===== src/rtl/fetch_decode_insn_queue.sv =====
// Instruction queue between fetch and decode: multi-lane circular buffer with
// group pop on decode completion, plus decode-redirect and backend flush.
module fetch_decode_insn_queue #(
  parameter int unsigned FETCH_WIDTH  = 2,
  parameter int unsigned DECODE_WIDTH = 2,
  parameter int unsigned DEPTH        = 8,
  parameter int unsigned PC_WIDTH     = 32
) (
  input  logic                             clk,
  input  logic                             rst,
  input  logic [FETCH_WIDTH-1:0]           in_valid,
  input  logic [FETCH_WIDTH*32-1:0]        in_insn,
  input  logic [FETCH_WIDTH*PC_WIDTH-1:0]  in_pc,
  input  logic [FETCH_WIDTH-1:0]           in_pred_taken,
  input  logic [FETCH_WIDTH*PC_WIDTH-1:0]  in_pred_addr,
  output logic                             in_ready,
  output logic [DECODE_WIDTH-1:0]          out_valid,
  output logic [DECODE_WIDTH*32-1:0]       out_insn,
  output logic [DECODE_WIDTH*PC_WIDTH-1:0] out_pc,
  output logic [DECODE_WIDTH-1:0]          out_pred_taken,
  output logic [DECODE_WIDTH*PC_WIDTH-1:0] out_pred_addr,
  input  logic                             decode_stall,
  input  logic                             decode_complete,
  input  logic                             dec_flush,
  input  logic                             backend_flush,
  output logic [$clog2(DEPTH):0]           count
);

  localparam int unsigned InsnW = 32;
  localparam int unsigned PtrW  = $clog2(DEPTH);
  localparam int unsigned CntW  = PtrW + 1;
  // Largest occupancy that still leaves room for a full fetch group.
  localparam logic [CntW-1:0] ReadyLimit = CntW'(DEPTH - FETCH_WIDTH);

  logic [InsnW-1:0]    insnMem  [DEPTH];
  logic [PC_WIDTH-1:0] pcMem    [DEPTH];
  logic                takenMem [DEPTH];
  logic [PC_WIDTH-1:0] addrMem  [DEPTH];

  logic [PtrW-1:0]         head, tail, headNext, tailNext;
  logic [CntW-1:0]         countNext, pushCnt, popCnt;
  logic                    fire, writeEn, inReadyNext;
  logic [DECODE_WIDTH-1:0] outValidNext;

  // Push/pop sizes for this cycle; in_ready and out_valid are registered.
  always_comb begin
    pushCnt = '0;
    popCnt  = '0;
    fire    = decode_complete && !decode_stall;
    for (int unsigned i = 0; i < FETCH_WIDTH; i++) begin
      if (in_ready && in_valid[i]) pushCnt = pushCnt + CntW'(1);
    end
    for (int unsigned i = 0; i < DECODE_WIDTH; i++) begin
      if (fire && out_valid[i]) popCnt = popCnt + CntW'(1);
    end
  end

  // Next pointers/occupancy; backend flush wins over a decode redirect.
  always_comb begin
    headNext  = head + PtrW'(popCnt);
    tailNext  = tail + PtrW'(pushCnt);
    countNext = count - popCnt + pushCnt;
    writeEn   = 1'b1;
    if (backend_flush) begin
      headNext  = tail;
      tailNext  = tail;
      countNext = '0;
      writeEn   = 1'b0;
    end else if (fire && dec_flush) begin
      tailNext  = headNext;
      countNext = '0;
      writeEn   = 1'b0;
    end
    inReadyNext = countNext <= ReadyLimit;
    for (int unsigned i = 0; i < DECODE_WIDTH; i++) begin
      outValidNext[i] = countNext > CntW'(i);
    end
  end

  // Pointer, occupancy and status registers.
  always_ff @(posedge clk) begin
    if (rst) begin
      head      <= '0;
      tail      <= '0;
      count     <= '0;
      in_ready  <= 1'b1;
      out_valid <= '0;
    end else begin
      head      <= headNext;
      tail      <= tailNext;
      count     <= countNext;
      in_ready  <= inReadyNext;
      out_valid <= outValidNext;
    end
  end

  // Entry storage: accepted lanes land at tail..tail+push-1 in lane order.
  always_ff @(posedge clk) begin
    for (int unsigned i = 0; i < FETCH_WIDTH; i++) begin
      if (writeEn && in_ready && in_valid[i]) begin
        insnMem[tail + PtrW'(i)]  <= in_insn[InsnW*i +: InsnW];
        pcMem[tail + PtrW'(i)]    <= in_pc[PC_WIDTH*i +: PC_WIDTH];
        takenMem[tail + PtrW'(i)] <= in_pred_taken[i];
        addrMem[tail + PtrW'(i)]  <= in_pred_addr[PC_WIDTH*i +: PC_WIDTH];
      end
    end
  end

  // Decode lanes read the oldest entries directly from storage.
  always_comb begin
    out_insn       = '0;
    out_pc         = '0;
    out_pred_taken = '0;
    out_pred_addr  = '0;
    for (int unsigned i = 0; i < DECODE_WIDTH; i++) begin
      out_insn[InsnW*i +: InsnW]       = insnMem[head + PtrW'(i)];
      out_pc[PC_WIDTH*i +: PC_WIDTH]   = pcMem[head + PtrW'(i)];
      out_pred_taken[i]                = takenMem[head + PtrW'(i)];
      out_pred_addr[PC_WIDTH*i +: PC_WIDTH] = addrMem[head + PtrW'(i)];
    end
  end

  // Interface sanity checks.
  assert property (@(posedge clk) disable iff (rst)
    (in_valid & FETCH_WIDTH'(in_valid + 1'b1)) == '0);
  assert property (@(posedge clk) disable iff (rst) count <= CntW'(DEPTH));
  assert property (@(posedge clk) disable iff (rst)
    !(decode_complete && (out_valid == '0)));

endmodule


===== config.mk =====
export PLATFORM = sky130hd
export DESIGN_NAME = fetch_decode_insn_queue
export DESIGN_NICKNAME = d
export VERILOG_FILES = /design/src/rtl/fetch_decode_insn_queue.sv
export SDC_FILE = /design/constraint.sdc
export NUM_CORES = 1
export LEC_CHECK = 0
export CAP_MARGIN = 20
export CORE_MARGIN = 1.5
export CORE_UTILIZATION = 60
export CTS_CLUSTER_SIZE = 16
export DETAILED_ROUTE_END_ITERATION = 6
export PLACE_DENSITY = 0.83
export RECOVER_POWER = 50
export SYNTH_ARGS = -nofsm -noshare
export SYNTH_HDL_FRONTEND = slang
export SYNTH_SLANG_ARGS = --single-unit

===== constraint.sdc =====
create_clock -name clk -period 18.4 [get_ports clk]
set_input_delay 1.84 -clock clk [delete_from_list [all_inputs] [get_ports clk]]
set_output_delay 1.84 -clock clk [all_outputs]
set_load 0.01 [all_outputs]

**Yosys cells after proc, flatten, opt, wreduce, memory -nomap -nowiden**

Memories as Yosys holds them, arrays and structs flattened. A register that Yosys moved wholly into a read port is not among the register bits.
Cells that the tools add are included.

- Word-level logic and storage cells: 48
- Output and inout port bits: 201
- Bits in registers: 13
- RAM bits: 776
- Memories: 4
- Input bits: 202

Memory list:

| memory | words | bits a word | read ports | clocked after Yosys merged registers in | wr ports | RTL line | text |
|---|---|---|---|---|---|---|---|
| addrMem | 8 | 32 | 2 | 1 | 2 | 38 | `logic [PC_WIDTH-1:0] addrMem [DEPTH];` |
| insnMem | 8 | 32 | 2 | 1 | 2 | 35 | `logic [InsnW-1:0] insnMem [DEPTH];` |
| pcMem | 8 | 32 | 2 | 1 | 2 | 36 | `logic [PC_WIDTH-1:0] pcMem [DEPTH];` |
| takenMem | 8 | 1 | 2 | 1 | 2 | 37 | `logic takenMem [DEPTH];` |

- Reductions and logical operators: 10
- Mux-type cells: 18
- Add/sub/neg operators: 8
- Order comparisons: 3

Operators with widths:

| operator | number |
|---|---|
| 2-to-1 mux 3 bit | 6 |
| 2-to-1 mux 4 bit | 4 |
| logical AND 1 bit | 9 |
| adder 4 x 1 -> 4 bit (second input constant) | 2 |
| greater-than comparator 4 x 1 -> 1 bit (second input constant) | 2 |
| 2-to-1 mux 1 bit | 8 |
| adder 3 x 1 -> 3 bit (second input constant) | 2 |
| adder 3 bit | 2 |
| adder 4 bit | 1 |
| less-or-equal comparator 4 x 3 -> 1 bit (second input constant) | 1 |
| subtractor 4 bit | 1 |
| logical NOT 1 bit | 1 |

**Longest topological paths before layout**

- Depth after elaboration: 11
- Depth in mapped cells: 11
- Gate-level depth less buffers: 11

**Worst setup path before layout**

Ideal clock, no wire load.

- Path kind: input -> register
- Start: input port dec_flush
- End: memory addrMem[2][0] (enable)
- Path buffers: 1
- Cell stages on the path: 5
- Required time: 17.705 ns
- Arrival: 9.588 ns
- Library setup time: 0.695 ns
- Path slack: 8.117 ns
- Cells stage by stage: and3b_1 > buf_2 > nor3_1 > nand2_1 > o31ai_1

RTL lines:

| element | RTL line | text |
|---|---|---|
| start: declaration | 24 | `input logic dec_flush,` |
| end: declaration | 38 |  |

==> flow_summary.json <==
{
  "synth-edff-count": 776,
  "yosysWarningCount": 0,
  "ys_types": 37,
  "worst_slack_ns": 10.55,
  "wl_per_cell_um": 31.8,
  "tightest_slew_ns": 4.67,
  "drt-total-wl_um": 122000,
  "finalCritPeriodShare_pct": 42.7,
  "fin_worst_skew_ns": 0.0177,
  "period_needed_ns": 7.85,
  "htreeDepth": 3,
  "violations": "max-capacitance violations, max-slew violations",
  "cp-start-kind": "primary input",
  "hold_buffers": 0,
  "power.density_nw_per_um2": 97.2,
  "drc": 0,
  "grt_pass1_vias": 28300,
  "drive_gt1_share_pct": 52.4,
  "numCtsBuffers": 84,
  "cpMaxStageDelayCell": "clkbuf_1",
  "worst_ir_drop_vdd_uv": 79.5,
  "die_h_um": 278,
  "avgSynthCellArea_um2": 18.6,
  "grt_usage_pct": 31.8,
  "cts_sinks": 789,
  "relSlewSlack_pct": -214,
  "post_cts_resized": 0,
  "yosysTopAreaCell": "edfxtp_1",
  "fmax_mhz": 127,
  "hp-class": "reg -> reg",
  "ant_nets": 0,
  "rsz0062_at_grt": "false",
  "synth.top_cells.by_count": "881 x mux2_2, 776 x edfxtp_1, 388 x mux4_2",
  "finalSetupTns_ns": 0,
  "coreArea_um2": 74600,
  "cts_tree": "built",
  "grt_antenna_before_repair": 25,
  "crit_path_end_kind": "flop",
  "via_per_inst": 6.91,
  "dieArea_um2": 77200,
  "ios": 403,
  "ys_seq_area_share_pct": 52.0,
  "regToRegSetupSlack_ns": 12.08,
  "vias": 26500,
  "cts_root_buf": "clkbuf_16",
  "pre_cts_ws_ns": 11.72,
  "place_area_um2": 50100,
  "r2r-end": "pcMem[1][12]",
  "synth_area_leaders": "edfxtp_1 51%, mux2_2 22%, mux4_2 19%",
  "synth-async-reset-ratio_pct": 0,
  "maxCapViolations": 24,
  "p_total_uw": 5120,
  "final_area_um2": 52600,
  "finalHoldViolCount": 0,
  "hold_end": "tail[1]",
  "area_growth_pct": 16.1,
  "syn_area_um2": 45300,
  "port-buffer-count": 402,
  "rr_worst_depth": 7,
  "p_leak_uw": 0.0169,
  "place_congestion": 0.799,
  "critical_path_required_ns": 18.65,
  "cts_buffer_depth": 3,
  "cp_data_arrival_time_ns": 8.10,
  "hold_start": "tail[1]",
  "crit_top_cell": "clkbuf_1",
  "die_w_um": 278,
  "synth_top_area_share_pct": 51.4,
  "grt_pass1_wl_um": 181000,
  "synth_most_common_cell": "mux2_2",
  "ys.flop_type": "edfxtp_1",
  "num_rows": 100,
  "drtPass1Iterations": 6,
  "status": "finished with violations",
  "crit_type": "in -> reg",
  "nets": 3000,
  "clkTransAtPathRegs_ns": 0.06,
  "setup_viol": 0,
  "insertion_delay_ns": 0.63,
  "r2r_start": "tail[0]",
  "start_util_pct": 60.8,
  "cp_max_fo": 37,
  "slowest_delay_ns": 1.84,
  "hpwl_um": 68500,
  "slew_viol_final": 888,
  "syn_nets": 2655,
  "synth_cells": 2439,
  "ys_ff_latch": 789,
  "cp_cell_sequence": "dlygate4sd3_1 -> and3b_1 -> nor3b_1 -> clkbuf_1 -> nand4_1 -> o21ai_0 -> clkbuf_1 -> buf_4",
  "drt_iter0_drc": 2397,
  "hold_depth": 2,
  "grt_max_degree": 140,
  "cts_setup_buffers": 0,
  "overflow": 0
}
-- layout make-up --
class | instances | area [um^2]
flip-flops and latches | 789 | 23600
fillers | 4612 | 21900
multi-input cells | 1441 | 20600
repair buffers | 453 | 4410
clock buffers | 99 | 2210
well taps | 969 | 1210
clock inverters | 53 | 541
inverters | 15 | 56.3
diodes | 13 | 32.5
-- logic make-up (layout without fill, tap and decap cells) --
family,Yosys count,count (layout),synth area share (%)
multiplexers,1363,1363,44.1
flip-flops,789,789,52.0
buffers and inverters,209,620,2.38
AND/OR/NAND/NOR,40,40,0.720
AO/OA/AOI/OAI,17,17,0.224
adder cells (fa/ha/maj),14,14,0.453
XOR/XNOR,7,7,0.152
other,0,13,0
-- power by group --
group          internal, uW  total, uW  switching, uW
registers              2110       2160           52.1
clock network          1000       1710            713
logic                   680       1240            563
total                  3790       5120           1330
-- placed cells by master, fill, tap and decap left out, drive strengths merged, types with 4 or more instances in the layout --
cell type,Yosys,routed
xor2,4,4
clkdlybuf4s50,0,394
mux2,970,970
edfxtp,776,776
ha,10,10
clkbuf,43,119
o21ai,6,6
nand3,7,7
buf,151,31
a21oi,5,5
nand4,4,4
clkinv,0,34
mux4,388,388
diode,0,13
nand2,4,4
inv,15,19
mux2i,5,5
fa,4,4
clkinvlp,0,5
dlygate4sd3,0,8
nor2,10,10
and2,4,4
bufinv,0,10
dfxtp,13,13
-- critical path, delay by kind of cell --
kind | cells | cell delay, ns
buffers and inverters | 4 | 3.77
and+or+nand+nor | 3 | 1.87
AOI/OAI and AO/OA | 1 | 0.59
-- registers in the layout, indices dropped and copies added, names as in the netlist --
name,flops
out_valid,2
tail,3
pcMem,256
insnMem,256
head,3
addrMem,256
count,4
takenMem,8
in_ready,1
-- stage by stage --
step	utilization [%]	hold slack, ns	cells
after CTS	70.9	0.613	3817
after global routing	70.6	0.636	3830
after detailed placement	67.2	0.607	3665
after global placement	67.2	0.600	3664
after floorplan	-	0.556	2439
final	70.6	0.619	3832
-- metal layers --
metal  global-route usage [%]  share of wire, %  vias up
met2                     53.6                51     1265
met3                     6.85               8.5      261
met4                     13.6               3.8       28
li1                         -                 -    11000
met1                     40.0                37    13900
met5                        0              0.14        -
-- worst max path at each step --
| stage | startpoint | endpoint | slack [ns] | depth (start not counted) |
|---|---|---|---|---|
| 2_1_floorplan | dec_flush | addrMem[2][0] | 8.12 | 5 |
| 3_3_place_gp | head[0] | out_insn[37] | 11.78 | 6 |
| 3_5_place_dp | head[0] | out_insn[49] | 11.72 | 6 |
| 4_1_cts | head[0] | out_insn[49] | 11.03 | 6 |
| 5_1_grt | decode_stall | pcMem[6][0] | 10.17 | 8 |
| 6_report | decode_stall | pcMem[6][0] | 10.55 | 8 |
Power figures use the tool's default switching activity.
